[src/rtl/mcp3008_pkg.sv]
// Shared types and constants for the MCP3008/MCP3004 SPI responder.
// Holds the FSM encoding and the differential-result helper.
package mcp3008_pkg;

   localparam int CMD_BITS    = 4;   // SGL, D2, D1, D0
   localparam int RESULT_BITS = 10;
   localparam int NULL_BITS   = 1;

   typedef enum logic [2:0] {
      ST_IDLE,
      ST_WAIT_START,
      ST_CMD,
      ST_SAMPLE,
      ST_NULL,
      ST_DATA,
      ST_TAIL
   } state_t;

   // IN+ minus IN-, floored at zero; the 11-bit signed intermediate cannot overflow.
   function automatic logic [RESULT_BITS-1:0] diff_clamp(
      input logic [RESULT_BITS-1:0] in_p,
      input logic [RESULT_BITS-1:0] in_m
   );
      logic signed [RESULT_BITS:0] diff;
      diff = $signed({1'b0, in_p}) - $signed({1'b0, in_m});
      return diff[RESULT_BITS] ? '0 : diff[RESULT_BITS-1:0];
   endfunction

endpackage

[src/rtl/mcp3008_sync_edge.sv]
// Multi-stage synchronizer for one asynchronous pin, with one-clk rise/fall
// pulses derived from the synchronized level.
module mcp3008_sync_edge #(
   parameter int   STAGES    = 2,
   parameter logic RESET_VAL = 1'b0
) (
   input  logic clk,
   input  logic rst_n,
   input  logic d,
   output logic q,
   output logic rise,
   output logic fall
);

   logic [STAGES-1:0] sync_q;
   logic              prev_q;

   // NOTE: sequential state uses non-blocking assignments so every flop
   // samples the pre-edge value of its neighbour; blocking here would
   // collapse the chain into a single stage.
   always_ff @(posedge clk or negedge rst_n) begin
      if (!rst_n) begin
         sync_q <= {STAGES{RESET_VAL}};
         prev_q <= RESET_VAL;
      end else begin
         sync_q <= {sync_q[STAGES-2:0], d};
         prev_q <= sync_q[STAGES-1];
      end
   end

   assign q    = sync_q[STAGES-1];
   assign rise =  q & ~prev_q;
   assign fall = ~q &  prev_q;

endmodule

[src/rtl/mcp3008_responder.sv]
// MCP3008/MCP3004 ADC emulator: decodes the SPI command and shifts back the
// addressed channel value. Define MCP3008_LSB_REPEAT_EN for the LSB-first echo.
module mcp3008_responder
   import mcp3008_pkg::*;
#(
   parameter int NUM_CHANNELS = 8,
   parameter int SYNC_STAGES  = 2
) (
   input  logic                                clk,
   input  logic                                rst_n,
   input  logic                                dclk,
   input  logic                                cs_n,
   input  logic                                din,
   output logic                                dout,
   output logic                                dout_oe,
   input  logic [NUM_CHANNELS*RESULT_BITS-1:0] ch_data,
   output logic                                conv_strobe,
   output logic [2:0]                          conv_ch,
   output logic                                conv_sgl
);

   localparam int   CH_W   = $clog2(NUM_CHANNELS);
   localparam logic D2_EN  = (NUM_CHANNELS == 8);
   localparam logic [3:0] LAST_CMD = 4'(CMD_BITS - 1);
   localparam logic [3:0] MSB_IDX  = 4'(RESULT_BITS - 1);

   logic dclk_s, dclk_rise, dclk_fall;
   logic cs_s, cs_unused_rise, cs_unused_fall;
   logic din_s, din_unused_rise, din_unused_fall;

   mcp3008_sync_edge #(.STAGES(SYNC_STAGES), .RESET_VAL(1'b0)) u_sync_dclk (
      .clk  (clk),
      .rst_n(rst_n),
      .d    (dclk),
      .q    (dclk_s),
      .rise (dclk_rise),
      .fall (dclk_fall)
   );

   mcp3008_sync_edge #(.STAGES(SYNC_STAGES), .RESET_VAL(1'b1)) u_sync_cs (
      .clk  (clk),
      .rst_n(rst_n),
      .d    (cs_n),
      .q    (cs_s),
      .rise (cs_unused_rise),
      .fall (cs_unused_fall)
   );

   mcp3008_sync_edge #(.STAGES(SYNC_STAGES), .RESET_VAL(1'b0)) u_sync_din (
      .clk  (clk),
      .rst_n(rst_n),
      .d    (din),
      .q    (din_s),
      .rise (din_unused_rise),
      .fall (din_unused_fall)
   );

   state_t                 state_q, state_d;
   logic [3:0]             cnt_q, cnt_d;
   logic [CMD_BITS-1:0]    cmd_q, cmd_d;
   logic [RESULT_BITS-1:0] result_q, result_d;
   logic                   dout_q, dout_d;
   logic                   oe_q, oe_d;
   logic                   strobe_q, strobe_d;
   logic [2:0]             conv_ch_q, conv_ch_d;
   logic                   conv_sgl_q, conv_sgl_d;

   // Result selection from the captured command and the live channel inputs.
   logic [RESULT_BITS-1:0] chan [NUM_CHANNELS];
   logic [2:0]             ch_sel;
   logic [CH_W-1:0]        idx_se, idx_a, idx_b;
   logic [RESULT_BITS-1:0] in_a, in_b, sample_result;

   always_comb begin
      for (int k = 0; k < NUM_CHANNELS; k++) begin
         chan[k] = ch_data[k*RESULT_BITS +: RESULT_BITS];
      end
   end

   always_comb begin
      ch_sel = {cmd_q[2] & D2_EN, cmd_q[1:0]};
      idx_se = CH_W'(ch_sel);
      idx_a  = CH_W'({ch_sel[2:1], 1'b0});
      idx_b  = CH_W'({ch_sel[2:1], 1'b1});
      in_a   = chan[idx_a];
      in_b   = chan[idx_b];
      if (cmd_q[3]) begin
         sample_result = chan[idx_se];
      end else if (cmd_q[0]) begin
         sample_result = diff_clamp(in_b, in_a);
      end else begin
         sample_result = diff_clamp(in_a, in_b);
      end
   end

   // NOTE: every variable gets its hold value before the case statement, so
   // branches that leave one untouched cannot infer a latch.
   always_comb begin
      state_d    = state_q;
      cnt_d      = cnt_q;
      cmd_d      = cmd_q;
      result_d   = result_q;
      dout_d     = dout_q;
      oe_d       = oe_q;
      strobe_d   = 1'b0;
      conv_ch_d  = conv_ch_q;
      conv_sgl_d = conv_sgl_q;

      if (cs_s) begin
         state_d = ST_IDLE;
         dout_d  = 1'b0;
         oe_d    = 1'b0;
      end else begin
         unique case (state_q)
            ST_IDLE: state_d = ST_WAIT_START;

            ST_WAIT_START: begin
               if (dclk_rise && din_s) begin
                  state_d = ST_CMD;
                  cnt_d   = '0;
               end
            end

            ST_CMD: begin
               if (dclk_rise) begin
                  cmd_d = {cmd_q[CMD_BITS-2:0], din_s};
                  cnt_d = cnt_q + 4'd1;
                  if (cnt_q == LAST_CMD) state_d = ST_SAMPLE;
               end
            end

            ST_SAMPLE: begin
               if (dclk_fall) begin
                  result_d   = sample_result;
                  strobe_d   = 1'b1;
                  conv_ch_d  = ch_sel;
                  conv_sgl_d = cmd_q[3];
                  state_d    = ST_NULL;
               end
            end

            ST_NULL: begin
               if (dclk_fall) begin
                  dout_d  = 1'b0;
                  oe_d    = 1'b1;
                  cnt_d   = MSB_IDX;
                  state_d = ST_DATA;
               end
            end

            ST_DATA: begin
               if (dclk_fall) begin
                  dout_d = result_q[cnt_q];
                  if (cnt_q == 4'd0) begin
                     cnt_d   = 4'd1;   // first echo index when the echo is built in
                     state_d = ST_TAIL;
                  end else begin
                     cnt_d = cnt_q - 4'd1;
                  end
               end
            end

            ST_TAIL: begin
               if (dclk_fall) begin
`ifdef MCP3008_LSB_REPEAT_EN
                  // cnt walks 1..9 for the echo, then parks at 0 for zeros.
                  if (cnt_q != 4'd0) begin
                     dout_d = result_q[cnt_q];
                     cnt_d  = (cnt_q == MSB_IDX) ? 4'd0 : cnt_q + 4'd1;
                  end else begin
                     dout_d = 1'b0;
                  end
`else
                  dout_d = 1'b0;
`endif
               end
            end

            default: state_d = ST_IDLE;
         endcase
      end
   end

   // NOTE: the result word is reset along with the control flops; it is a
   // single register, not a memory array, so the reset costs nothing extra.
   always_ff @(posedge clk or negedge rst_n) begin
      if (!rst_n) begin
         state_q    <= ST_IDLE;
         cnt_q      <= '0;
         cmd_q      <= '0;
         result_q   <= '0;
         dout_q     <= 1'b0;
         oe_q       <= 1'b0;
         strobe_q   <= 1'b0;
         conv_ch_q  <= '0;
         conv_sgl_q <= 1'b0;
      end else begin
         state_q    <= state_d;
         cnt_q      <= cnt_d;
         cmd_q      <= cmd_d;
         result_q   <= result_d;
         dout_q     <= dout_d;
         oe_q       <= oe_d;
         strobe_q   <= strobe_d;
         conv_ch_q  <= conv_ch_d;
         conv_sgl_q <= conv_sgl_d;
      end
   end

   assign dout        = dout_q;
   assign dout_oe     = oe_q;
   assign conv_strobe = strobe_q;
   assign conv_ch     = conv_ch_q;
   assign conv_sgl    = conv_sgl_q;

   // dclk level itself is only consumed through its edge pulses.
   logic dclk_unused_level;
   assign dclk_unused_level = dclk_s;

endmodule

[config.mk]
export PLATFORM = sky130hd
export DESIGN_NAME = mcp3008_responder
export DESIGN_NICKNAME = d
export VERILOG_FILES = /design/src/rtl/mcp3008_pkg.sv /design/src/rtl/mcp3008_sync_edge.sv /design/src/rtl/mcp3008_responder.sv
export SDC_FILE = /design/constraint.sdc
export NUM_CORES = 1
export LEC_CHECK = 0
export ABC_AREA = 1
export BUFFER_PORTS_ARGS = -buffer_cell sky130_fd_sc_hd__buf_4
export CORE_ASPECT_RATIO = 0.5
export CORE_MARGIN = 5
export CORE_UTILIZATION = 29
export CTS_CLUSTER_DIAMETER = 50
export DETAILED_ROUTE_END_ITERATION = 10
export GPL_ROUTABILITY_DRIVEN = 0
export GPL_TIMING_DRIVEN = 0
export PLACE_DENSITY = 0.51
export SYNTH_ARGS = -nofsm -noshare
export SYNTH_HDL_FRONTEND = slang
export SYNTH_SLANG_ARGS = --single-unit
[constraint.sdc]
create_clock -name clk -period 2.8 [get_ports clk]
set_input_delay 0.14 -clock clk [delete_from_list [all_inputs] [get_ports clk]]
set_output_delay 0.14 -clock clk [all_outputs]
set_load 0.02 [all_outputs]
==> impl_results.md <==
* Pre-antenna DRT Iters at 5
* Leftover overflow at the end of global routing at 0
* Total wire length at between 10 and 15 mm
* Routed WL per cell at 14.18 um
* Worst Hold Endpoint: u_sync_din.sync_q[1]$_DFF_PN0_
* Horiz. Die Dim at 175.3 um
* Area grow syn2layout at 36.54%
* Height of the chip at 92.65 um
* Post-route non-filler standard cell count at 935
* Post-synthesis sequential element count at 35
* Most instantiated library cell after synthesis: sky130_fd_sc_hd__nand2_1
* Synth area leaders: sky130_fd_sc_hd__nand2_1 24%, sky130_fd_sc_hd__dfrtp_1 21%, sky130_fd_sc_hd__o21ai_0 7.5%
* Asr flop ratio synth at 1.000
* Result of the run: completed
* Fin crit share at 0.9653
* Summed area of non-filler cells in the final layout at 5409 um^2
* Startpoint of the worst setup timing path: cmd_q[2]$_DFFE_PN0P_
* Number of inserted diodes at 0
* Shortest period the worst path allows at 2703 ps
* Area share of the largest cell type after synthesis at 0.2378
* Synthesized netlist cell count at 653
* Initial antenna violation count at 0
* Placed wire-length estimate at 10.91 mm
* Ratio of total power to cell area at 1064 nW/um^2
* Final critical-path setup slack at 97.10 ps
* Max-cap violation count at 0
* Average footprint of a synthesized cell at 6.066 um^2
* Clock net sink count at 35
* Data required time of the worst path at 2970 ps
* Count of flip-flops with a built-in enable after synthesis at 0
* Std-Cell Rows at 30
* Leading cell types by count after synthesis: 251 x sky130_fd_sc_hd__nand2_1, 78 x sky130_fd_sc_hd__inv_1, 59 x sky130_fd_sc_hd__o21ai_0, 44 x sky130_fd_sc_hd__nand3_1, 36 x sky130_fd_sc_hd__nor2_1
* Final count of negative-setup-slack endpoints at 0
* Mapped Nets at 762
* Remaining number of nets flagged by the antenna check after routing at 0
* Class of the most critical hold timing path: reg -> reg
* Post-synth top area cell: sky130_fd_sc_hd__nand2_1
* Number of cells in the design after placement at 920
* Source of the worst hold timing path: u_sync_din.sync_q[0]$_DFF_PN0_
* Wire length of the first global-routing pass at 20.60 mm
* Detail-routed via count per cell at 4.730
* Number of hold violations in the final report at 0
* Post-route DRC violation count at 0
* Max-slew violation total from the final report at 0
* Setup clock skew after layout at 3.909 ps
* Worst slew margin relative to its limit at 0.6793
* Placement-stage worst setup slack at -522.4 ps
* Net count, final at around 870
* Maximum buffer depth of the clock tree at 2
* Hold Path Depth at 0
* Die area at 16240 um^2
* Placeable core region at about 13000 um^2
* Vias after detailed routing at 4423
* Classification of the worst setup path: reg -> reg
* Register-to-Register Setup Slack at 100 ps
* Number of H-tree branching levels at 2
* Port bufs at 91
* Number of global-route vias before repair at 4041
* Number of buffers created by CTS at 5
* Actual transition at the worst max-transition pin at 481.1 ps
* Worst setup SP type: flip-flop
* CTS tree: built
* Source of the worst register-to-register timing path: cmd_q[2]$_DFFE_PN0P_
* Number of different library cells in the post-synthesis netlist at 42
* Netlist Area Pre-Place at 3961 um^2
* Worst-Skew Late Latency at 280 ps
* R2r worst-path depth at 15
* Critical-path maximum fanout at 10
* Buffer cell driving the clock tree root: sky130_fd_sc_hd__clkbuf_16
* Worst reg2reg endpoint: result_q[8]$_DFFE_PN0P_
* Data arrival time at the worst-slack endpoint at roughly 2900 ps
* Clk slew on worst S/H paths at 60 ps
* Leak pwr at about 2.9 nW
* Post-placement cell area at 4865 um^2
* Share of final-layout standard cells stronger than drive strength 1 at 0.2661
* Synthesis warning total at 0
* Initial core utilization at 0.2940
* Maximum operating frequency at 0.3700 GHz
* Flip-flop cell with the highest count after synthesis: sky130_fd_sc_hd__dfrtp_1
* Endpoint class of the critical path: flip-flop
* Num ports at 92
* Total routing usage reported by global routing at 0.1551
* Sum of negative setup slack at 0 ps
* DR iter-0 viols at about 230
* Sequential share of the synthesized area at 0.2217
* Pin count of the biggest net entering global routing at 36
* Peak supply drop at 332.9 uV
## worst max-delay path by stage
stage                     cells after the start  slack, ps                      end
after floorplan                              17        180  result_q[6]$_DFFE_PN0P_
after global placement                       16       -520  result_q[6]$_DFFE_PN0P_
after detailed placement                     15       -520  result_q[6]$_DFFE_PN0P_
after CTS                                    19        -10  result_q[8]$_DFFE_PN0P_
after global routing                         22        -30  result_q[7]$_DFFE_PN0P_
final                                        15        100  result_q[8]$_DFFE_PN0P_
## registers in the layout, indices dropped and copies added, names as in the netlist
signal,count
u_sync_din.sync_q,2
u_sync_dclk.sync_q,2
conv_strobe,1
result_q,10
cmd_q,4
state_q,3
conv_sgl,1
cnt_q,4
conv_ch,3
u_sync_dclk.prev_q,1
dout,1
u_sync_cs.sync_q,2
dout_oe,1
## layer usage
layer  GRT usage  wire [um]  up-vias
met2      0.2581       6159       73
met1      0.2227       6470     2050
li1            -          -     2291
met5           0          0        -
met3     0.01183        493        9
met4     0.02874        131        0
## critical path: stages, from the launching register on
cell                       delay (ps)
sky130_fd_sc_hd__dfrtp_2          450
sky130_fd_sc_hd__inv_4             70
sky130_fd_sc_hd__buf_6            140
sky130_fd_sc_hd__clkbuf_4         200
sky130_fd_sc_hd__o21ai_0          420
sky130_fd_sc_hd__ha_4             300
sky130_fd_sc_hd__nand2_4           90
sky130_fd_sc_hd__inv_1             60
sky130_fd_sc_hd__a21oi_1          240
sky130_fd_sc_hd__nand3_2          130
sky130_fd_sc_hd__nand2_4          120
sky130_fd_sc_hd__inv_4             60
sky130_fd_sc_hd__nand2_1           80
sky130_fd_sc_hd__nand2_2           80
sky130_fd_sc_hd__nand2_1           80
sky130_fd_sc_hd__a21oi_2           50
## power breakdown
group	internal, mW	leakage [nW]	switching [mW]
Clock	0.443	0.0868	0.213
Sequential	0.636	0.424	0.106
Combinational	1.66	2.35	2.70
## placed cells by master (no fill, tap or decap), drive strengths merged
master       netlist  final
buf               18    113
nand3             48     48
dfrtp             33     33
nand4              7      7
o221ai             3      3
clkbuf             8     13
mux2i             10     10
ha                22     22
o21bai             3      3
bufinv             1      2
clkinv             1      2
nand2            256    256
nor2              43     43
o21a               1      1
xnor2              4      4
o211ai             4      4
o22ai              3      3
a31oi              2      2
inv               83     83
fa                 2      2
o21ai             61     61
nor3               3      3
dlygate4sd3        0      4
or2                1      1
dfstp              2      2
o31ai              1      1
a21oi             29     29
xor2               4      4
## layout make-up
| type | count | area, um^2 |
|---|---|---|
| Tap cell | 176 | 220.2 |
| Clock buffer | 6 | 138.9 |
| Inverter | 85 | 342.8 |
| Buffer | 26 | 219.0 |
| Sequential cell | 35 | 879.6 |
| Multi-Input combinational cell | 507 | 2828 |
| Fill cell | 1479 | 8066 |
| Timing Repair Buffer | 98 | 745.7 |
| Clock inverter | 2 | 35.03 |
## per-stage QoR
step | hold slack (ps) | power (mW) | util
global placement | 130.5 | 4.499 | 0.3610
global route | 360.2 | 6.301 | 0.4014
finish | 346.7 | 5.755 | 0.4014
floorplan | -155.6 | 3.569 | -
CTS | 349.3 | 5.407 | 0.3854
detailed placement | 128.7 | 4.521 | 0.3610
## logic make-up after synthesis
| group | synth area share |
|---|---|
| AND/OR/NAND/NOR | 0.3879 |
| buffers and inverters | 0.1162 |
| adder cells (fa/ha/maj) | 0.07960 |
| AO/OA/AOI/OAI | 0.1516 |
| flip-flops | 0.2217 |
| XOR/XNOR | 0.01769 |
| multiplexers | 0.02527 |
## timing repair
item,CTS,global route
hold buffers,4,0
gates resized for setup,53,57
endpoints found under the hold margin,36,0
buffers inserted,0,3
setup endpoints to repair,10,10
pin swaps,0,12
Power figures use the tool's default switching activity.
